[src/rtl/audio_pwm_dac.sv]
// Audio output stage: small sample FIFO, sample-rate divider and PWM generator.
// Samples arrive over valid/ready, leave the FIFO one per sample period, and
// are rendered as a PWM stream whose duty only changes at a PWM period boundary.
module audio_pwm_dac #(
    parameter int SAMPLE_W   = 8,
    parameter int FIFO_DEPTH = 4,
    parameter int SAMPLE_DIV = 2268
) (
    input  logic                          clk,
    input  logic                          reset,
    input  logic                          enable,
    input  logic                          s_valid,
    input  logic [SAMPLE_W-1:0]           s_data,
    output logic                          s_ready,
    output logic                          pwm_out,
    output logic                          sample_tick,
    output logic [$clog2(FIFO_DEPTH):0]   fifo_level,
    output logic [15:0]                   underrun_cnt
);

    localparam int AW = $clog2(FIFO_DEPTH);
    localparam int LW = AW + 1;
    localparam int DW = $clog2(SAMPLE_DIV);

    localparam logic [DW-1:0]       DIV_LAST  = DW'(SAMPLE_DIV - 1);
    localparam logic [LW-1:0]       LVL_FULL  = LW'(FIFO_DEPTH);
    localparam logic [SAMPLE_W-1:0] MID       = {1'b1, {(SAMPLE_W-1){1'b0}}};
    localparam logic [SAMPLE_W-1:0] PWM_LAST  = {SAMPLE_W{1'b1}};

    logic [SAMPLE_W-1:0] mem [FIFO_DEPTH];
    logic [AW-1:0]       wr_ptr;
    logic [AW-1:0]       rd_ptr;
    logic [LW-1:0]       level;
    logic [LW-1:0]       level_next;
    logic                ready_q;
    logic [DW-1:0]       div_cnt;
    logic [SAMPLE_W-1:0] pwm_cnt;
    logic [SAMPLE_W-1:0] pending;
    logic [SAMPLE_W-1:0] duty;
    logic [15:0]         underruns;
    logic                push;
    logic                pop;
    logic                empty;

    function automatic logic [15:0] sat_inc(input logic [15:0] v);
        return (v == 16'hFFFF) ? v : v + 16'd1;
    endfunction

    assign empty        = (level == '0);
    assign sample_tick  = enable && (div_cnt == DIV_LAST);
    assign push         = s_valid && ready_q;
    assign pop          = sample_tick && !empty;
    assign s_ready      = ready_q;
    assign fifo_level   = level;
    assign underrun_cnt = underruns;

    // Next FIFO occupancy; a simultaneous push and pop leave it unchanged.
    always_comb begin
        level_next = level;
        if (push && !pop) begin
            level_next = level + LW'(1);
        end else if (pop && !push) begin
            level_next = level - LW'(1);
        end
    end

    // Sample storage; contents need no reset because the level gates every read.
    always_ff @(posedge clk) begin
        if (push) begin
            mem[wr_ptr] <= s_data;
        end
    end

    // FIFO pointers, occupancy and the registered ready flag.
    always_ff @(posedge clk or posedge reset) begin
        if (reset) begin
            wr_ptr  <= '0;
            rd_ptr  <= '0;
            level   <= '0;
            ready_q <= 1'b1;
        end else begin
            if (push) begin
                wr_ptr <= wr_ptr + AW'(1);
            end
            if (pop) begin
                rd_ptr <= rd_ptr + AW'(1);
            end
            level   <= level_next;
            ready_q <= (level_next != LVL_FULL);
        end
    end

    // Sample-period divider; parked at zero while playback is disabled.
    always_ff @(posedge clk or posedge reset) begin
        if (reset) begin
            div_cnt <= '0;
        end else if (!enable || sample_tick) begin
            div_cnt <= '0;
        end else begin
            div_cnt <= div_cnt + DW'(1);
        end
    end

    // On each tick take the FIFO head, or fall back to silence and count an underrun.
    always_ff @(posedge clk or posedge reset) begin
        if (reset) begin
            pending   <= MID;
            underruns <= '0;
        end else if (sample_tick) begin
            if (empty) begin
                pending   <= MID;
                underruns <= sat_inc(underruns);
            end else begin
                pending   <= mem[rd_ptr];
            end
        end
    end

    // PWM counter and duty latch; duty is loaded only on the last count of a period.
    always_ff @(posedge clk or posedge reset) begin
        if (reset) begin
            pwm_cnt <= '0;
            duty    <= MID;
            pwm_out <= 1'b0;
        end else begin
            if (!enable) begin
                pwm_cnt <= '0;
            end else begin
                pwm_cnt <= pwm_cnt + SAMPLE_W'(1);
                if (pwm_cnt == PWM_LAST) begin
                    duty <= pending;
                end
            end
            pwm_out <= enable && (pwm_cnt < duty);
        end
    end

endmodule
[config.mk]
export PLATFORM = sky130hd
export DESIGN_NAME = audio_pwm_dac
export DESIGN_NICKNAME = d
export VERILOG_FILES = /design/src/rtl/audio_pwm_dac.sv
export SDC_FILE = /design/constraint.sdc
export NUM_CORES = 1
export LEC_CHECK = 0
export BUFFER_PORTS_ARGS = -buffer_cell sky130_fd_sc_hd__buf_4
export CORE_MARGIN = 1.5
export CORE_UTILIZATION = 30
export CTS_BUF_LIST = sky130_fd_sc_hd__clkbuf_8
export DETAILED_ROUTE_END_ITERATION = 12
export SYNTH_ARGS = -nofsm -noshare
export SYNTH_HDL_FRONTEND = slang
export SYNTH_SLANG_ARGS = --single-unit
[constraint.sdc]
create_clock -name clk -period 3.55 [get_ports clk]
set_input_delay 0 -clock clk [delete_from_list [all_inputs] [get_ports clk]]
set_output_delay 0 -clock clk [all_outputs]
set_load 0.01 [all_outputs]
==> results by group, run 1 <==
Run status
  – Outcome: finished clean

Global route
  – Global Route met2 Usage: 17.9%
  – Gr busiest metal: met2
  – Vias in the first global route: 2724
  – Met1 GRT Util: 15.6%
  – Met3 global-route usage: 2.90%
  – Initial antenna violation count: 0
  – Largest net degree at the start of global routing: 41
  – Gr usage total: 11.6%
  – GR Overflow Total: 0
  – First-pass GRT wire length: 13400 microns

CTS
  – CTS H-Tree Depth: 3
  – # clock sinks: 93
  – Postcts setup bufs: 0
  – Clk Latency, worst-skew pair: 0.36 ns
  – Clock Path Buffers: 2
  – Clock transition at path regs: 0.09 ns
  – TritonCTS Buffers: 9
  – Root buf cell: clkbuf_8
  – CTS tree: built

Logic synthesis
  – Post-synth top area share: 34.2%
  – Mapped Cells: 346
  – Yosys cell types: 46
  – Net Count, Synth: 375
  – Seq/Total Area, Yosys: 58.7%
  – EDFF count, synth: 32
  – Synth top area cells: dfrtp_1, edfxtp_1, ha_1, mux4_2, nand2_1
  – Avg Inst Size Synth: 12.3 sq um
  – Area leader, netlist: dfrtp_1
  – Main synth FF type: dfrtp_1
  – Synthesis Warnings: 0
  – Async SR Flop Fraction: 65.6%
  – Register bit total from synthesis: 93
  – Syn Std Cell Area: 4250 sq um

Worst setup path
  – CP delay by family, top: simple AND/OR/NAND/NOR gates
  – Worst r2r src: fifo_level[0]
  – Crit end category: flop
  – Setup slack, reg-to-reg: 1.41 ns
  – CP peak stage delay: 0.46 ns
  – Worst EP arrival: 2.42 ns
  – Crit start category: flop
  – Crit-path cells: inv_1 -> ha_1 -> nor2b_1 -> and3_1 -> o2111ai_1 -> nor2_1 -> xor2_1
  – CP bufs+invs: 1
  – CP max stage cell: dfrtp_1
  – Reg2reg path depth: 7
  – WS Path Type: flop to flop
  – Crit path max fanout: 7
  – Crit Reg-Reg Endpoint: underrun_cnt[13]
  – Required time worst endpoint: 3.83 ns

Final layout
  – # fillers: 1368
  – Layout cells sized above 1: 18.3%
  – Area growth, synth to finish: 17.9%
  – Multi-input logic area: 1670 sq um
  – FF/Latch Area: 2490 sq um
  – Diode count: 0
  – Post-layout nets: 424

Power
  – Net Sw Frac: 22.5%
  – Sequential Power Share: 59.0%
  – Power, Total: 0.00190 W
  – Peak supply drop: 0.000222 V
  – Combinational share of power: 2.9%
  – Leak: 2.16 nW
  – Power density over the cells: 380 nW/um^2
  – Switch Pwr: 0.000428 W
  – Int Power: 0.00147 W
  – Power share of the clock group: 38.1%

Timing
  – Unrepaired setup endpoints after global routing: false
  – Final setup viols: 0
  – Slew Viols, Final: 0
  – Hold Vio Cnt, Final: 0
  – Worst setup margin: 1.41 ns
  – Slew headroom: 42.9%
  – Setup TNS: 0 ns
  – Slew at the pin closest to its max-slew limit: 0.853 ns
  – Tmin final: 2.14 ns
  – Max Clock Skew: 0.00958 ns
  – Crit share post-route: 60.3%
  – Fmax: 467 MHz

Placed design
  – Placed wire-length estimate: 5510 microns
  – Routability cong.: 0.772
  – Port buffer count: 33
  – Place WS: 1.38 ns

Route
  – Avg WL per Cell: 13.5 microns
  – Vias per inst: 4.64
  – Aggregate routed wire length: 7820 microns
  – 1st-pass router iterations: 4
  – Initial drt markers: 159
  – Vias post-DR: 2692
  – DRC: 0
  – Antenna Nets Post-Route: 0

Floorplanning
  – Die height: 122 microns
  – Core Area: 13800 sq um
  – I/O Pins: 34
  – Initial Util: 30.7%
  – Die footprint: 14900 sq um
  – Row cnt: 43
  – Die Width: 122 microns

Min path
  – WHS Endpoint: wr_ptr[0]
  – Hold_sp: s_valid
  – Hold crit path type: input port to flop
  – Worst hold path depth: 3

Job
  – Max Cap Violations: 0
## final cells by class
type,instances,share of cell area [%]
Clock buffer,9,2.47
Clock inverter,7,1.57
Inverter,16,1.20
Multi-Input combinational cell,231,33.4
Sequential cell,93,49.8
Tap cell,180,4.50
Timing Repair Buffer,44,7.10
## synthesized netlist by cell type (2+ instances only)
library cell / n
xnor2_1: 18
and4_1: 3
o21ai_0: 19
nand2_1: 42
nand3_1: 11
a21boi_0: 2
dfrtp_1: 58
mux4_2: 8
inv_1: 15
nand2b_1: 2
a21o_1: 2
a21oi_1: 2
nor2b_1: 4
ha_1: 17
edfxtp_1: 32
nor4_1: 3
clkbuf_1: 5
and3_1: 12
dfstp_2: 3
nor3_1: 2
xor2_1: 14
nand4_1: 10
nor2_1: 28
and2_1: 8
o2111ai_1: 2
or3_1: 2
mux2_2: 3
## registers in the layout, summed over array words and instances (netlist names)
signal	count
mem	32
underrun_cnt	16
div_cnt	12
duty	8
pending	8
pwm_cnt	8
fifo_level	3
rd_ptr	2
wr_ptr	2
pwm_out	1
s_ready	1
## routing by layer
| layer | share of wire, % | vias up |
|---|---|---|
| met5 | 0 | - |
| met4 | 1.3 | 0 |
| met3 | 3.9 | 9 |
| met2 | 46 | 46 |
| met1 | 49 | 1309 |
| li1 | - | 1328 |
## power groups by stage
stage	logic [W]	registers [W]	clock network [W]
2_1_floorplan	0.0000248	0.00114	0
3_3_place_gp	0.0000457	0.00114	0
3_5_place_dp	0.0000478	0.00114	0
4_1_cts	0.0000569	0.00112	0.000748
5_1_grt	0.0000638	0.00112	0.000799
6_report	0.0000551	0.00112	0.000725
## tightest hold or removal path: stages
cell and delay [ns]:
buf_4 0.13, nand2_1 0.21, xnor2_1 0.11
## cell families (layout without fill, tap and decap cells)
family / Yosys count / count (layout) / share of synthesized area, %
AOI/OAI and AO/OA: 36 / 36 / 6.16
xor gates and xnor gates: 32 / 32 / 6.60
adders and majority gates: 17 / 17 / 5.01
buffers and inverters: 22 / 76 / 1.97
DFF: 93 / 93 / 58.7
muxes: 12 / 12 / 5.27
and+or+nand+nor: 134 / 134 / 16.3
## worst max-delay path by stage
stage,startpoint,to,slack [ns],cells past startpoint
floorplan,fifo_level[0],underrun_cnt[5],1.73,6
global placement,fifo_level[0],underrun_cnt[11],1.45,7
detailed placement,fifo_level[0],underrun_cnt[13],1.38,7
CTS,fifo_level[0],underrun_cnt[13],1.37,7
global route,fifo_level[0],underrun_cnt[13],1.19,7
finish,fifo_level[0],underrun_cnt[13],1.41,7
## placed cells by master (no fill, tap or decap), types with 10 or more instances in the layout
master,n
dfrtp_1,58
nand2_1,42
buf_4,34
edfxtp_1,32
nor2_1,28
o21ai_0,19
xnor2_1,18
ha_1,17
xor2_1,14
inv_1,14
and3_1,12
nand3_1,11
nand4_1,10
dlygate4sd3_1,10
## what timing repair did
item | CTS | global route
gates resized for setup | 0 | 0
hold buffers | 10 | 0
hold endpoints to repair | 80 | 0
## metrics by stage
stage	hold slack [ns]	utilization [%]	cells	area [sq um]
after floorplan	0.0989	-	346	4250
after global placement	0.198	34.0	554	4700
after detailed placement	0.204	34.0	554	4700
after CTS	0.109	36.2	580	5010
after global routing	0.128	36.2	580	5010
final	0.130	36.2	580	5010
(Power assumes the default switching activity.)
==> inputs of run 2 (changes only) <==
==> constraint.sdc (replaced) <==
create_clock -name clk -period 1.9 [get_ports clk]
set_input_delay 0 -clock clk [delete_from_list [all_inputs] [get_ports clk]]
set_output_delay 0 -clock clk [all_outputs]
set_load 0.01 [all_outputs]
==> results by group, run 2 (synthesized netlist as in run 1, its figures left out) <==
Final layout
  – Most frequent cells in the layout: dfrtp_1, buf_4, nand2_1
  – Max reg flops: 32
  – Leading cell type in the layout, fill and taps excluded: dfrtp_1
  – Final core occ: 37.4%
  – Diode count: 0
  – Area growth, synth to finish: 21.8%
  – Largest Register: mem
  – # fillers: 1340
  – Layout cells sized above 1: 22.8%
  – Post-layout nets: 441

Worst setup path
  – Crit path max fanout: 7
  – Required time worst endpoint: 2.17 ns
  – WS Path Type: flop to flop
  – Crit end category: flop
  – Worst EP arrival: 2.11 ns
  – Crit start category: flop

Min path
  – Hold crit path type: input port to flop

Job
  – Max Cap Violations: 0

Global route
  – First-pass GRT wire length: 13300 microns
  – GR Overflow Total: 0
  – Initial antenna violation count: 0
  – Gr usage total: 11.5%
  – Vias in the first global route: 2716
  – Largest net degree at the start of global routing: 62

Route
  – Aggregate routed wire length: 7840 microns
  – Antenna Nets Post-Route: 0
  – Vias post-DR: 2743
  – Initial drt markers: 99
  – Avg WL per Cell: 13.1 microns
  – 1st-pass router iterations: 4
  – DRC: 0
  – Vias per inst: 4.59

Floorplanning
  – Die Width: 122 microns
  – Die footprint: 14900 sq um
  – Core Area: 13800 sq um
  – Initial Util: 30.7%
  – Die height: 122 microns
  – Row cnt: 43
  – I/O Pins: 34

Power
  – Power density over the cells: 686 nW/um^2
  – Power share of the clock group: 37.9%
  – Sequential Power Share: 59.0%
  – Net Sw Frac: 22.2%
  – Switch Pwr: 0.000788 W
  – Combinational share of power: 3.1%
  – Peak supply drop: 0.000408 V
  – Leak: 2.25 nW
  – Int Power: 0.00276 W

Placed design
  – Place WS: 0.0239 ns
  – Port buffer count: 33
  – Placed wire-length estimate: 5630 microns
  – Routability cong.: 0.771

Timing
  – Worst setup margin: 0.0536 ns
  – Hold Vio Cnt, Final: 0
  – Max Clock Skew: 0.00893 ns
  – Slew Viols, Final: 0
  – Slew at the pin closest to its max-slew limit: 0.454 ns
  – Slew headroom: 69.7%
  – Fmax: 542 MHz
  – Tmin final: 1.85 ns
  – Final setup viols: 0
  – Crit share post-route: 97.2%

CTS
  – # clock sinks: 93
  – CTS H-Tree Depth: 3
  – Clock transition at path regs: 0.09 ns
  – TritonCTS Buffers: 9
  – CTS tree: built
  – Clock Path Buffers: 2
  – Clk Latency, worst-skew pair: 0.36 ns
  – Root buf cell: clkbuf_8

Run status
  – Outcome: finished clean
==> run 2: area by class of cell <==
| type | instances | area, sq um | area share (%) |
|---|---|---|---|
| clock buffer | 9 | 124 | 2.39 |
| clock inverter | 7 | 77.6 | 1.50 |
| inverter | 16 | 62.6 | 1.21 |
| multi-input combinational | 231 | 1700 | 32.8 |
| sequential | 93 | 2490 | 48.2 |
| tap | 180 | 225 | 4.35 |
| timing repair buffer | 61 | 495 | 9.58 |
==> run 2: metrics by stage <==
step	total power, W	hold slack (ns)	area [sq um]	instances	TNS [ns]
2_1_floorplan	0.00218	0.0989	4250	346	0
3_3_place_gp	0.00223	0.106	4820	568	0
3_5_place_dp	0.00223	0.104	4820	568	0
4_1_cts	0.00360	0.132	5120	594	0
5_1_grt	0.00370	0.173	5170	597	-0.0188
6_report	0.00355	0.153	5170	597	0
==> run 2: final timing paths <==
| kind | start | to | slack (ns) | cells after the start |
|---|---|---|---|---|
| worst max-delay path | div_cnt[0] | s_ready | 0.05 | 7 |
| worst min-delay path | s_valid | wr_ptr[0] | 0.15 | 3 |
| worst max register to register | div_cnt[0] | s_ready | 0.05 | 7 |
| worst min register to register | pending[7] | duty[7] | 0.48 | 2 |
| max in group asynchronous | reset | s_ready | 1.31 | 4 |
| min in group asynchronous | reset | div_cnt[7] | 0.27 | 4 |
==> run 2: power by group through the flow <==
stage          Combinational, W  Sequential (W)  Clock [W]
2_1_floorplan         0.0000464         0.00213          0
3_5_place_dp          0.0000943         0.00214          0
6_report               0.000111         0.00209    0.00134
5_1_grt                0.000129         0.00210    0.00147
3_3_place_gp          0.0000920         0.00214          0
4_1_cts                0.000111         0.00209    0.00139
==> run 2: critical path, cell delays in order (launching register included) <==
cell and delay, ns:
dfrtp_1 0.41, ha_1 0.21, and4b_2 0.25, nand4_4 0.16, inv_4 0.08, a21oi_1 0.35, nor4_2 0.10, o31ai_1 0.21
==> run 2: layer usage <==
metal  routed length (microns)  up-vias  share of wire (%)  global-route usage (%)
li1                          -     1361                  -                       -
met1                      3840     1340                 49                    15.4
met2                      3700       37                 47                    18.4
met3                       219        5                2.8                    2.62
met4                        86        0                1.1                    3.97
met5                         0        -                  0                       0
==> run 2: what timing repair did <==
item	CTS	global route
hold endpoints to repair	102	0
endpoints found under the setup margin	0	12
resized for setup	0	7
hold buffers	10	0
buffers inserted	0	3
==> inputs of run 3 (changes only) <==
--- a/config.mk
+++ b/config.mk
@@ -6,7 +6,6 @@
 export NUM_CORES = 1
 export LEC_CHECK = 0
 export BUFFER_PORTS_ARGS = -buffer_cell sky130_fd_sc_hd__buf_4
-export CORE_MARGIN = 1.5
 export CORE_UTILIZATION = 30
 export CTS_BUF_LIST = sky130_fd_sc_hd__clkbuf_8
 export DETAILED_ROUTE_END_ITERATION = 12
==> constraint.sdc (replaced) <==
create_clock -name clk -period 1.9 [get_ports clk]
set_input_delay 0.38 -clock clk [delete_from_list [all_inputs] [get_ports clk]]
set_output_delay 0.38 -clock clk [all_outputs]
set_load 0.01 [all_outputs]
==> results by group, run 3 (synthesized netlist as in run 1, its figures left out) <==
Route
  – DR WL met2: 4010 microns
  – Top routing layer in use: met4
  – Antenna Nets Post-Route: 0
  – DRC: 0
  – Initial drt markers: 130
  – Vias per inst: 4.65
  – Vias post-DR: 2761
  – Avg WL per Cell: 13.6 microns
  – Met3 WL: 266 microns
  – 1st-pass router iterations: 4
  – M1 WL: 3700 microns
  – Aggregate routed wire length: 8070 microns

Placed design
  – Placed wire-length estimate: 5780 microns
  – Port buffer count: 33
  – Placed insts: 573
  – Place WS: 0.0244 ns
  – Routability cong.: 0.754
  – DP Area: 4860 sq um

Final layout
  – Final instance area: 5180 sq um
  – Finished Layout Cells: 594
  – Most frequent cells in the layout: dfrtp_1, buf_4, nand2_1
  – Layout cells sized above 1: 27.3%
  – Diode count: 0
  – Max reg flops: 32
  – Largest Register: mem
  – Post-layout nets: 438
  – Area growth, synth to finish: 22.0%
  – Final core occ: 37.5%
  – Leading cell type in the layout, fill and taps excluded: dfrtp_1

Timing
  – Max Clock Skew: 0.00861 ns
  – Worst setup margin: -0.0487 ns
  – Hold Vio Cnt, Final: 0
  – Fmax: 513 MHz
  – Crit share post-route: 103%
  – Tmin final: 1.95 ns
  – Slew Viols, Final: 0
  – Slew headroom: 64.8%
  – Final setup viols: 1
  – Setup TNS: -0.0487 ns
  – Slew at the pin closest to its max-slew limit: 0.527 ns
  – Unrepaired setup endpoints after global routing: true

Floorplanning
  – Die height: 121 microns
  – Die Width: 121 microns
  – Die footprint: 14600 sq um
  – Core Area: 13800 sq um
  – Row cnt: 43
  – I/O Pins: 34
  – Initial Util: 30.7%

Run status
  – Outcome: finished, violations left
  – Failing checks: negative setup slack

Global route
  – Vias in the first global route: 2717
  – First-pass GRT wire length: 13600 microns
  – GR Overflow Total: 0
  – Initial antenna violation count: 0
  – Largest net degree at the start of global routing: 29
  – Gr usage total: 11.8%

Power
  – Leak: 2.24 nW
  – Power density over the cells: 678 nW/um^2
  – Peak supply drop: 0.000530 V

Worst setup path
  – Crit-path cells: ha_2 -> and4b_2 -> nand4_4 -> inv_4 -> buf_6
  – Reg2reg path depth: 8
  – Crit Reg-Reg Endpoint: s_ready
  – Crit start category: flop
  – Required time worst endpoint: 1.52 ns
  – CP peak stage delay: 0.40 ns
  – Worst r2r src: div_cnt[1]
  – CP max stage cell: dfrtp_1
  – Crit path max fanout: 5
  – Worst EP arrival: 1.57 ns
  – WS Path Type: flop to primary output
  – Setup slack, reg-to-reg: 0.03 ns
  – Crit end category: primary output

CTS
  – CTS tree: built
  – # clock sinks: 93
  – Clock transition at path regs: 0.10 ns
  – CTS H-Tree Depth: 3
  – # hold bufs at CTS: 0
  – Clk Latency, worst-skew pair: 0.36 ns
  – Clock Path Buffers: 2
  – TritonCTS Buffers: 9
  – Root buf cell: clkbuf_8

Min path
  – Hold crit path type: input port to asynchronous set/reset pin

Job
  – Max Cap Violations: 0
## run 3: cell types whose count changed in the layout (fill, tap and decap cells not counted), sizes merged
cell,previous run,this run
buf,51,58
bufinv,1,0
clkinvlp,0,1
dlygate4sd3,10,0
## run 3: worst max-delay path, delay by kind of cell (launching register included)
| kind | cells | cell delay [ns] |
|---|---|---|
| and+or+nand+nor | 2 | 0.41 |
| adders and majority gates | 1 | 0.19 |
| DFF | 1 | 0.40 |
| buffers and inverters | 2 | 0.20 |
## run 3: power breakdown
group          switching (W)  internal [W]
Clock               0.000793      0.000525
Sequential         0.0000114       0.00208
Combinational      0.0000574     0.0000415
## run 3: area by class of cell
class | instances | area, sq um
Clock buffer | 9 | 124
Multi-Input combinational cell | 231 | 1740
Sequential cell | 93 | 2490
Tap cell | 180 | 225
Clock inverter | 7 | 77.6
Fill cell | 1298 | 8650
Inverter | 16 | 62.6
Timing Repair Buffer | 58 | 455
## run 3: routing by layer
layer  vias up  global-route usage, %
met4         0                   3.47
met1      1366                   15.8
met3         9                   2.63
met5         -                      0
li1       1356                      -
met2        30                   19.2
## run 3: repair_timing
action,CTS,global route
resized for setup,3,17
pin swaps,2,4
setup endpoints to repair,2,15
buffers inserted,4,1
endpoints found under the hold margin,0,0
## run 3: per-stage QoR
step	total power (W)	hold WS [ns]
6_report	0.00351	0.0511
5_1_grt	0.00366	0.0706
4_1_cts	0.00356	0.0532
3_5_place_dp	0.00224	0.464
3_3_place_gp	0.00223	0.459
2_1_floorplan	0.00218	0.444
## run 3: worst max path at each step
| stage | startpoint | endpoint | depth (start not counted) |
|---|---|---|---|
| after floorplan | reset | div_cnt[0] | 1 |
| after global placement | div_cnt[0] | underrun_cnt[10] | 6 |
| after detailed placement | div_cnt[0] | underrun_cnt[10] | 6 |
| after CTS | div_cnt[1] | sample_tick | 5 |
| after global routing | div_cnt[1] | sample_tick | 5 |
| final | div_cnt[1] | sample_tick | 5 |
